`src/rtl/scatter_control_unit.sv`:
```
// scatter_control_unit: reads a job-grid config, scatters (row, col) indices to P block
// processors, counts their results and writes a status word back to memory.
module scatter_control_unit #(
   parameter int P = 4,
   parameter int IDX_W = 8,
   parameter int DATA_W = 32,
   parameter int ADDR_W = 32,
   parameter logic [ADDR_W-1:0] CONFIG_ADDR = ADDR_W'(0),
   parameter logic [ADDR_W-1:0] STATUS_ADDR = ADDR_W'(4)
) (
   input  logic              i_Clk,
   input  logic              i_Reset,
   input  logic              i_Data_Ready,
   input  logic              i_Grant,
   input  logic [DATA_W-1:0] i_Mem_Read_Data,
   input  logic [P-1:0]      i_Indexes_Received,
   input  logic [P-1:0]      i_Result_Ready,
   output logic              o_Grant_Request,
   output logic [ADDR_W-1:0] o_Mem_Address,
   output logic              o_Mem_Write_En,
   output logic [DATA_W-1:0] o_Mem_Write_Data,
   output logic [DATA_W-1:0] o_Config,
   output logic [IDX_W-1:0]  o_Row_Index,
   output logic [IDX_W-1:0]  o_Column_Index,
   output logic [P-1:0]      o_Indexes_Ready,
   output logic              o_Done
);
   localparam int TW = 2 * IDX_W;

   typedef enum logic [2:0] {IDLE, REQ_CONFIG, SCATTER, WAIT_RESULTS, REQ_STATUS} state_t;

   state_t            state_q, state_d;
   logic              dr_low_q, dr_low_d;
   logic [DATA_W-1:0] config_q, config_d;
   logic [IDX_W-1:0]  row_q, row_d, col_q, col_d;
   logic [TW-1:0]     disp_q, disp_d, cnt_q, cnt_d;
   logic [P-1:0]      busy_q, busy_d, rdy_q, rdy_d;
   logic              done_q, done_d;
   logic [TW-1:0]     t_cfg, t_rd, res_cnt;
   logic [P-1:0]      res_hit, ack_vec, sel;
   logic [IDX_W-1:0]  cols;

   assign cols    = config_q[IDX_W-1:0];
   assign t_cfg   = TW'(config_q[TW-1:IDX_W]) * TW'(cols);
   assign t_rd    = TW'(i_Mem_Read_Data[TW-1:IDX_W]) * TW'(i_Mem_Read_Data[IDX_W-1:0]);
   assign res_hit = busy_q & i_Result_Ready;
   assign ack_vec = rdy_q & i_Indexes_Received;

   always_comb begin
      res_cnt = '0;
      for (int i = 0; i < P; i++) res_cnt += TW'(res_hit[i]);
   end

   // lowest-numbered idle processor, one-hot
   always_comb begin
      sel = '0;
      for (int i = P - 1; i >= 0; i--) if (!busy_q[i]) sel = P'(1) << i;
   end

   always_comb begin
      state_d  = state_q;
      dr_low_d = ~i_Data_Ready;
      config_d = config_q;
      row_d    = row_q;
      col_d    = col_q;
      disp_d   = disp_q;
      cnt_d    = cnt_q;
      busy_d   = busy_q;
      rdy_d    = rdy_q;
      done_d   = 1'b0;
      if (state_q == SCATTER || state_q == WAIT_RESULTS) begin
         busy_d = busy_q & ~i_Result_Ready;
         cnt_d  = cnt_q + res_cnt;
      end
      case (state_q)
         REQ_CONFIG: if (i_Grant) begin
            config_d = i_Mem_Read_Data;
            row_d    = '0;
            col_d    = '0;
            disp_d   = '0;
            cnt_d    = '0;
            busy_d   = '0;
            rdy_d    = '0;
            state_d  = (t_rd == '0) ? REQ_STATUS : SCATTER;
         end
         SCATTER: begin
            if (|ack_vec) begin
               rdy_d   = '0;
               busy_d  = busy_d | ack_vec;
               col_d   = (col_q == cols - IDX_W'(1)) ? '0 : col_q + IDX_W'(1);
               row_d   = (col_q == cols - IDX_W'(1)) ? row_q + IDX_W'(1) : row_q;
               disp_d  = disp_q + TW'(1);
               state_d = (disp_d == t_cfg) ? WAIT_RESULTS : SCATTER;
            end else if (rdy_q == '0) begin
               rdy_d = sel;
            end
         end
         WAIT_RESULTS: if (cnt_d == t_cfg) state_d = REQ_STATUS;
         REQ_STATUS: if (i_Grant) begin
            done_d  = 1'b1;
            state_d = IDLE;
         end
         default: if (dr_low_q && i_Data_Ready) state_d = REQ_CONFIG;
      endcase
   end

   always_ff @(posedge i_Clk) begin
      if (i_Reset) begin
         state_q  <= IDLE;
         dr_low_q <= 1'b0;
         config_q <= '0;
         row_q    <= '0;
         col_q    <= '0;
         disp_q   <= '0;
         cnt_q    <= '0;
         busy_q   <= '0;
         rdy_q    <= '0;
         done_q   <= 1'b0;
      end else begin
         state_q  <= state_d;
         dr_low_q <= dr_low_d;
         config_q <= config_d;
         row_q    <= row_d;
         col_q    <= col_d;
         disp_q   <= disp_d;
         cnt_q    <= cnt_d;
         busy_q   <= busy_d;
         rdy_q    <= rdy_d;
         done_q   <= done_d;
      end
   end

   assign o_Grant_Request  = (state_q == REQ_CONFIG) || (state_q == REQ_STATUS);
   assign o_Mem_Write_En   = state_q == REQ_STATUS;
   assign o_Mem_Address    = (state_q == REQ_CONFIG) ? CONFIG_ADDR :
                             (state_q == REQ_STATUS) ? STATUS_ADDR : '0;
   assign o_Mem_Write_Data = (state_q == REQ_STATUS) ? DATA_W'({cnt_q, 1'b1}) : '0;
   assign o_Config         = config_q;
   assign o_Row_Index      = row_q;
   assign o_Column_Index   = col_q;
   assign o_Indexes_Ready  = rdy_q;
   assign o_Done           = done_q;
endmodule

```
`config.mk`:
```
export PLATFORM = sky130hd
export DESIGN_NAME = scatter_control_unit
export DESIGN_NICKNAME = d
export VERILOG_FILES = /design/src/rtl/scatter_control_unit.sv
export SDC_FILE = /design/constraint.sdc
export NUM_CORES = 1
export LEC_CHECK = 0
export ABC_CLOCK_PERIOD_IN_PS = 7000
export BUFFER_PORTS_ARGS = -buffer_cell sky130_fd_sc_hd__buf_2
export CAP_MARGIN = 40
export CELL_PAD_IN_SITES_DETAIL_PLACEMENT = 0
export CELL_PAD_IN_SITES_GLOBAL_PLACEMENT = 1
export CORE_UTILIZATION = 43
export DETAILED_ROUTE_END_ITERATION = 10
export PLACE_DENSITY_LB_ADDON = 0.05
export SLEW_MARGIN = 20
export SYNTH_ARGS = -nofsm -noshare
export SYNTH_HDL_FRONTEND = slang
export SYNTH_SLANG_ARGS = --single-unit
```
`constraint.sdc`:
```
create_clock -name i_Clk -period 7 [get_ports i_Clk]
set_clock_uncertainty 0.1 [all_clocks]
set_input_delay 1.4 -clock i_Clk [delete_from_list [all_inputs] [get_ports i_Clk]]
set_output_delay 1.4 -clock i_Clk [all_outputs]
set_load 0.005 [all_outputs]
```
Yosys cells after proc, flatten, opt, wreduce, memory -nomap -nowiden --
Cells that the tools add are included.
Storage, ports and cells: input port bits 44, logic and storage cells 91, output and inout port bits 119, register bits after elaboration 93
Operators by class: reductions and logical operators 14, equal/unequal tests 13, $mul 2, multiplexer cells 37, bitwise logic cells 7, add/sub/neg operators 8
Operators by type and width (count):
- $mux 16 | 5
- $mux 4 | 10
- $mux 8 | 5
- $eq 16x16->1 | 2
- $mul 8x8->16 | 2
- $pmux 16 s2 | 1
- $pmux 8 s2 | 2
- $mux 3 | 8
- $mux 17 | 1
- $add 16x1->16 const B | 1
- $add 16x4->16 | 1
- $add 8x1->8 const B | 2
- $logic_not 16->1 | 1
- $pmux 4 s2 | 2
- $and 4x4->4 | 3
- $pmux 3 s4 | 1
- $eq 8x8->1 | 1
- $sub 8x1->8 const B | 1
- $eq 3x2->1 const B | 2
- $ne 2x1->1 const B | 3
- $reduce_and 3->1 | 2
- $reduce_and 5->1 | 1
- $reduce_bool 5->1 | 1
- $add 3x1->4 | 1
- 18 further kinds | 22

Longest topological paths before layout --
depth after elaboration 9, gate-level depth with buffers 20, gate-level depth less buffers 19

Worst setup path before layout --
OpenSTA, ideal clock, no wires.
path kind in2reg, from input port i_Mem_Read_Data[2], to register state_q[2], required time 6.797 ns, data arrival time 5.852 ns, cell stages on the path 18, buffers on the path 1, path slack 0.945 ns, path through clkbuf_1 -> nand2_1 -> fa_1 -> fa_1 -> inv_1 -> fa_1 -> inv_1 -> fa_1 -> inv_1 -> ha_1 -> a211o_1 -> a31o_2 -> a21oi_1 -> o21ai_0 -> mux2i_1 -> a2111oi_0 -> a31oi_1 -> a2111oi_2
On the way: longest elaborated chain between the ends 5
RTL lines:
- from (decl) | line 15 | input logic [DATA_W-1:0] i_Mem_Read_Data,
- $mul 8x8->16 | line 45 | assign t_rd = TW'(i_Mem_Read_Data[TW-1:IDX_W]) * TW'(i_Mem_Read_Data[IDX_W-1:0]);
- $logic_not 16->1 | line 84 | state_d = (t_rd == '0) ? REQ_STATUS : SCATTER;
- $mux 3 | line 84
- $mux 3 | line 76 | REQ_CONFIG: if (i_Grant) begin
- $pmux 3 s4 | line 75 | case (state_q)
- to (signal assigned) | line 120 | state_q <= state_d;
- to (decl) | line 32 | state_t state_q, state_d;
Every way passes these cells. The select of a mux whose other input is x is not followed. A chain may end at the register's enable or synchronous reset.

Final worst setup path --
from input port i_Mem_Read_Data[12], to register state_q[1]
Same word-level chain as after synthesis.

==> summary.md <==
| Metric | Value |
|---|---|
| Drc violations | `6` |
| Async set-or-reset flop fraction in the synthesized netlist | `0%` |
| Met3 WL post-DR | `about 990 um` |
| Die H | `around 150 um` |
| Mapped Area | `between 0.009 and 0.01 mm2` |
| Fillers | `2,287` |
| Aggregate global routing overflow | `0` |
| Initial Util | `between 40% and 50%` |
| Clock Pin Slew Worst Setup and Hold Paths | `0.09 ns` |
| Total GRT Usage | `22.8%` |
| CORE AREA | `0.0220 mm2` |
| Design area | `roughly 0.011 mm2` |
| Io pins | `163` |
| Post_cts resized | `0` |
| Slew Limit Headroom | `44.5%` |
| Cell count after synthesis | `1,208` |
| Worst setup EP type | `flop` |
| Util after Layout | `around half` |
| IO buf count | `roughly 120` |
| # H-tree levels | `3` |
| DR top layer | `met4` |
| Hold Crit Depth | `2` |
| Metal-1 WL | `roughly 12 mm` |
| Endpoints failing setup | `0` |
| Worst slew pin tran | `between 0.8 and 0.9 ns` |
| Syn avg cell area | `approximately 8.1 um2` |
| First-pass GRT wire length | `42.9 mm` |
| Layout cells sized above 1 | `11.6%` |
| Hpwl dp | `around 19 mm` |
| Wire per inst | `15.8 um` |
| Clk buf depth | `2` |
| Hold Worst Slack | `approximately 0.36 ns` |
| PnR Total Power | `between 0.002 and 0.0025 W` |
| Tcrit/Tclk final | `86.3%` |
| Worst Path Arrival | `~6.2 ns` |
| Outcome | `finished, violations left` |
| Vias | `a little over 8k` |
| Setup Buffers After CTS | `0` |
| Starting DRT DRC Count | `around 450` |
| Clock Sinks | `93` |
| Ant diodes | `0` |
| Sequential area share after synthesis | `19.1%` |
| Largest fanout on the critical path | `9` |
| Max-cap check violation count | `0` |
| Fin. max-slew vios | `0` |
| Antenna-violating nets left | `0` |
| # hold bufs at CTS | `0` |
| Worst EP required | `roughly 7.2 ns` |
| CTS tree | `yes` |
| Power per Cell Area | `about 200 mW/mm2` |
| Routed WL | `around 25 mm` |
| Final Hold Fails | `0` |
| VDD IR-drop max | `roughly 0.21 mV` |
| F_max | `approximately 170 MHz` |
| RSZ-0062 raised after global routing | `no` |
| Leakage power | `approximately 5 nW` |
| Most used DFF post-synth | `dfxtp_1` |
| Die area | `0.0232 mm2` |
| Crit Path Category | `input pin to flop` |
| Later-pin clock latency in the skew report | `roughly 0.36 ns` |
| Vias in the first global route | `roughly 8.4k` |
| Number of synthesized register bits | `93` |
| DR pass1 iterations | `10` |
| Post-DP Area | `0.0103 mm2` |
| Setup TNS Final | `0 ns` |
| Synth warnings | `0` |
| Initial antenna violation count | `0` |
| Die width | `between 150 and 200 um` |
| WL met2 | `around 11 mm` |
| Nets | `~1.5k` |
| Gp weighted congestion | `between 0.8 and 0.9` |
| R2R depth | `16` |
| Startpoint Class | `input pin` |
| Post-synth EDFFs | `0` |
| DR vias/cell | `roughly 5.2` |
| CTS root buffer | `clkbuf_16` |
| Row count | `54` |
| Area growth syn-to-layout | `8.98%` |
| CTS buffer count | `9` |
| Pin count of the biggest net entering global routing | `approximately 70` |
| Hold WC Path Type | `flop to flop` |
| Failing checks | `DRC` |
| Count of different cell masters after synthesis | `67` |
| Crit path time final | `a little over 6 ns` |
-- layout make-up --
type | instances | area (um2) | share of cell area (%)
flip-flops and latches | 93 | 1860 | 17.6
clock inverters | 7 | 75.1 | 0.708
clock buffers | 9 | 225 | 2.12
multi-input cells | 945 | 7020 | 66.2
inverters | 111 | 417 | 3.93
well taps | 280 | 350 | 3.30
repair buffers | 125 | 656 | 6.19
-- worst max-delay path, cell delays in order --
cell and delay [ns]:
buf_2 0.19, nand2_1 0.10, fa_1 0.50, fa_1 0.54, inv_1 0.05, fa_1 0.47
inv_1 0.05, fa_1 0.47, inv_1 0.04, ha_1 0.36, a211o_1 0.30, a21oi_1 0.13
o21ai_0 0.19, a21o_1 0.23, a2111oi_0 0.45, o21ai_0 0.15, a31oi_1 0.34, a22oi_1 0.12
a21oi_1 0.14
-- cells in the final DEF (no fill, tap or decap), types with 7 or more instances in the layout --
cell	count
buf_2	116
nor2b_1	10
nor4_1	12
xor2_1	33
a211oi_1	7
inv_1	111
xnor2_1	46
or3_1	10
nand2_1	168
and2_1	77
dfxtp_1	93
buf_4	8
nand3_1	22
and3_1	24
nor2_1	83
a21oi_1	80
nand4_1	11
clkbuf_16	9
nor3b_1	9
mux2i_1	7
o21a_1	7
o21ai_0	30
and4_1	7
fa_1	75
ha_1	77
conb_1	46
nor3_1	19
-- metal layers --
layer / up-vias / global-route usage (%)
li1: 4069 / -
met5: - / 0
met2: 172 / 37.7
met4: 0 / 5.78
met3: 22 / 2.96
met1: 3850 / 31.4
-- worst paths after layout --
path / start / to / slack [ns]
setup / recovery: i_Mem_Read_Data[12] / state_q[1] / 0.96
hold / removal: o_Config[30] / o_Config[30] / 0.36
setup reg to reg: o_Config[4] / state_q[0] / 1.10
hold reg to reg: o_Config[30] / o_Config[30] / 0.36
-- registers in the layout, summed over array words and instances, names as in the netlist --
register and count:
busy_q 4, cnt_q 16, disp_q 16, dr_low_q 1
o_Column_Index 8, o_Config 32, o_Done 1, o_Indexes_Ready 4
o_Row_Index 8, state_q 3
-- cells in the mapped netlist (all sizes together) (20+ instances only) --
master  count  area [um2]
nand2     168         631
inv       111         417
dfxtp      93        1860
nor2       83         312
a21oi      80         400
and2       77         482
ha         77         963
fa         75        1500
buf        57         424
clkbuf     47         178
xnor2      46         403
xor2       33         289
o21ai      32         168
and3       24         150
nand3      22         110
nor3       20         111
-- kinds of logic (layout without fill, tap and decap cells) --
logic type / Yosys count / in the layout / share of synthesized area [%]
AND/OR/NAND/NOR: 471 / 471 / 24.0
buffers and inverters: 215 / 252 / 10.5
AO/OA/AOI/OAI: 184 / 184 / 11.9
adder cells (fa/ha/maj): 152 / 152 / 25.3
flip-flops: 93 / 93 / 19.1
XOR/XNOR: 84 / 84 / 8.28
multiplexers: 8 / 8 / 0.836
other: 1 / 46 / 0.0386
-- through the flow --
stage               instances  setup slack (ns)
detailed placement       1554             0.557
finish                   1570             0.961
global route             1570             0.583
CTS                      1570             0.947
global placement         1551             0.662
floorplan                1253             0.945
-- power by group --
group | total [W] | internal, W | switching (W)
Sequential | 0.000640 | 0.000566 | 0.0000735
Clock | 0.000508 | 0.000254 | 0.000254
Combinational | 0.000989 | 0.000376 | 0.000612
Total | 0.00214 | 0.00120 | 0.000940
(Power assumes the default switching activity.)
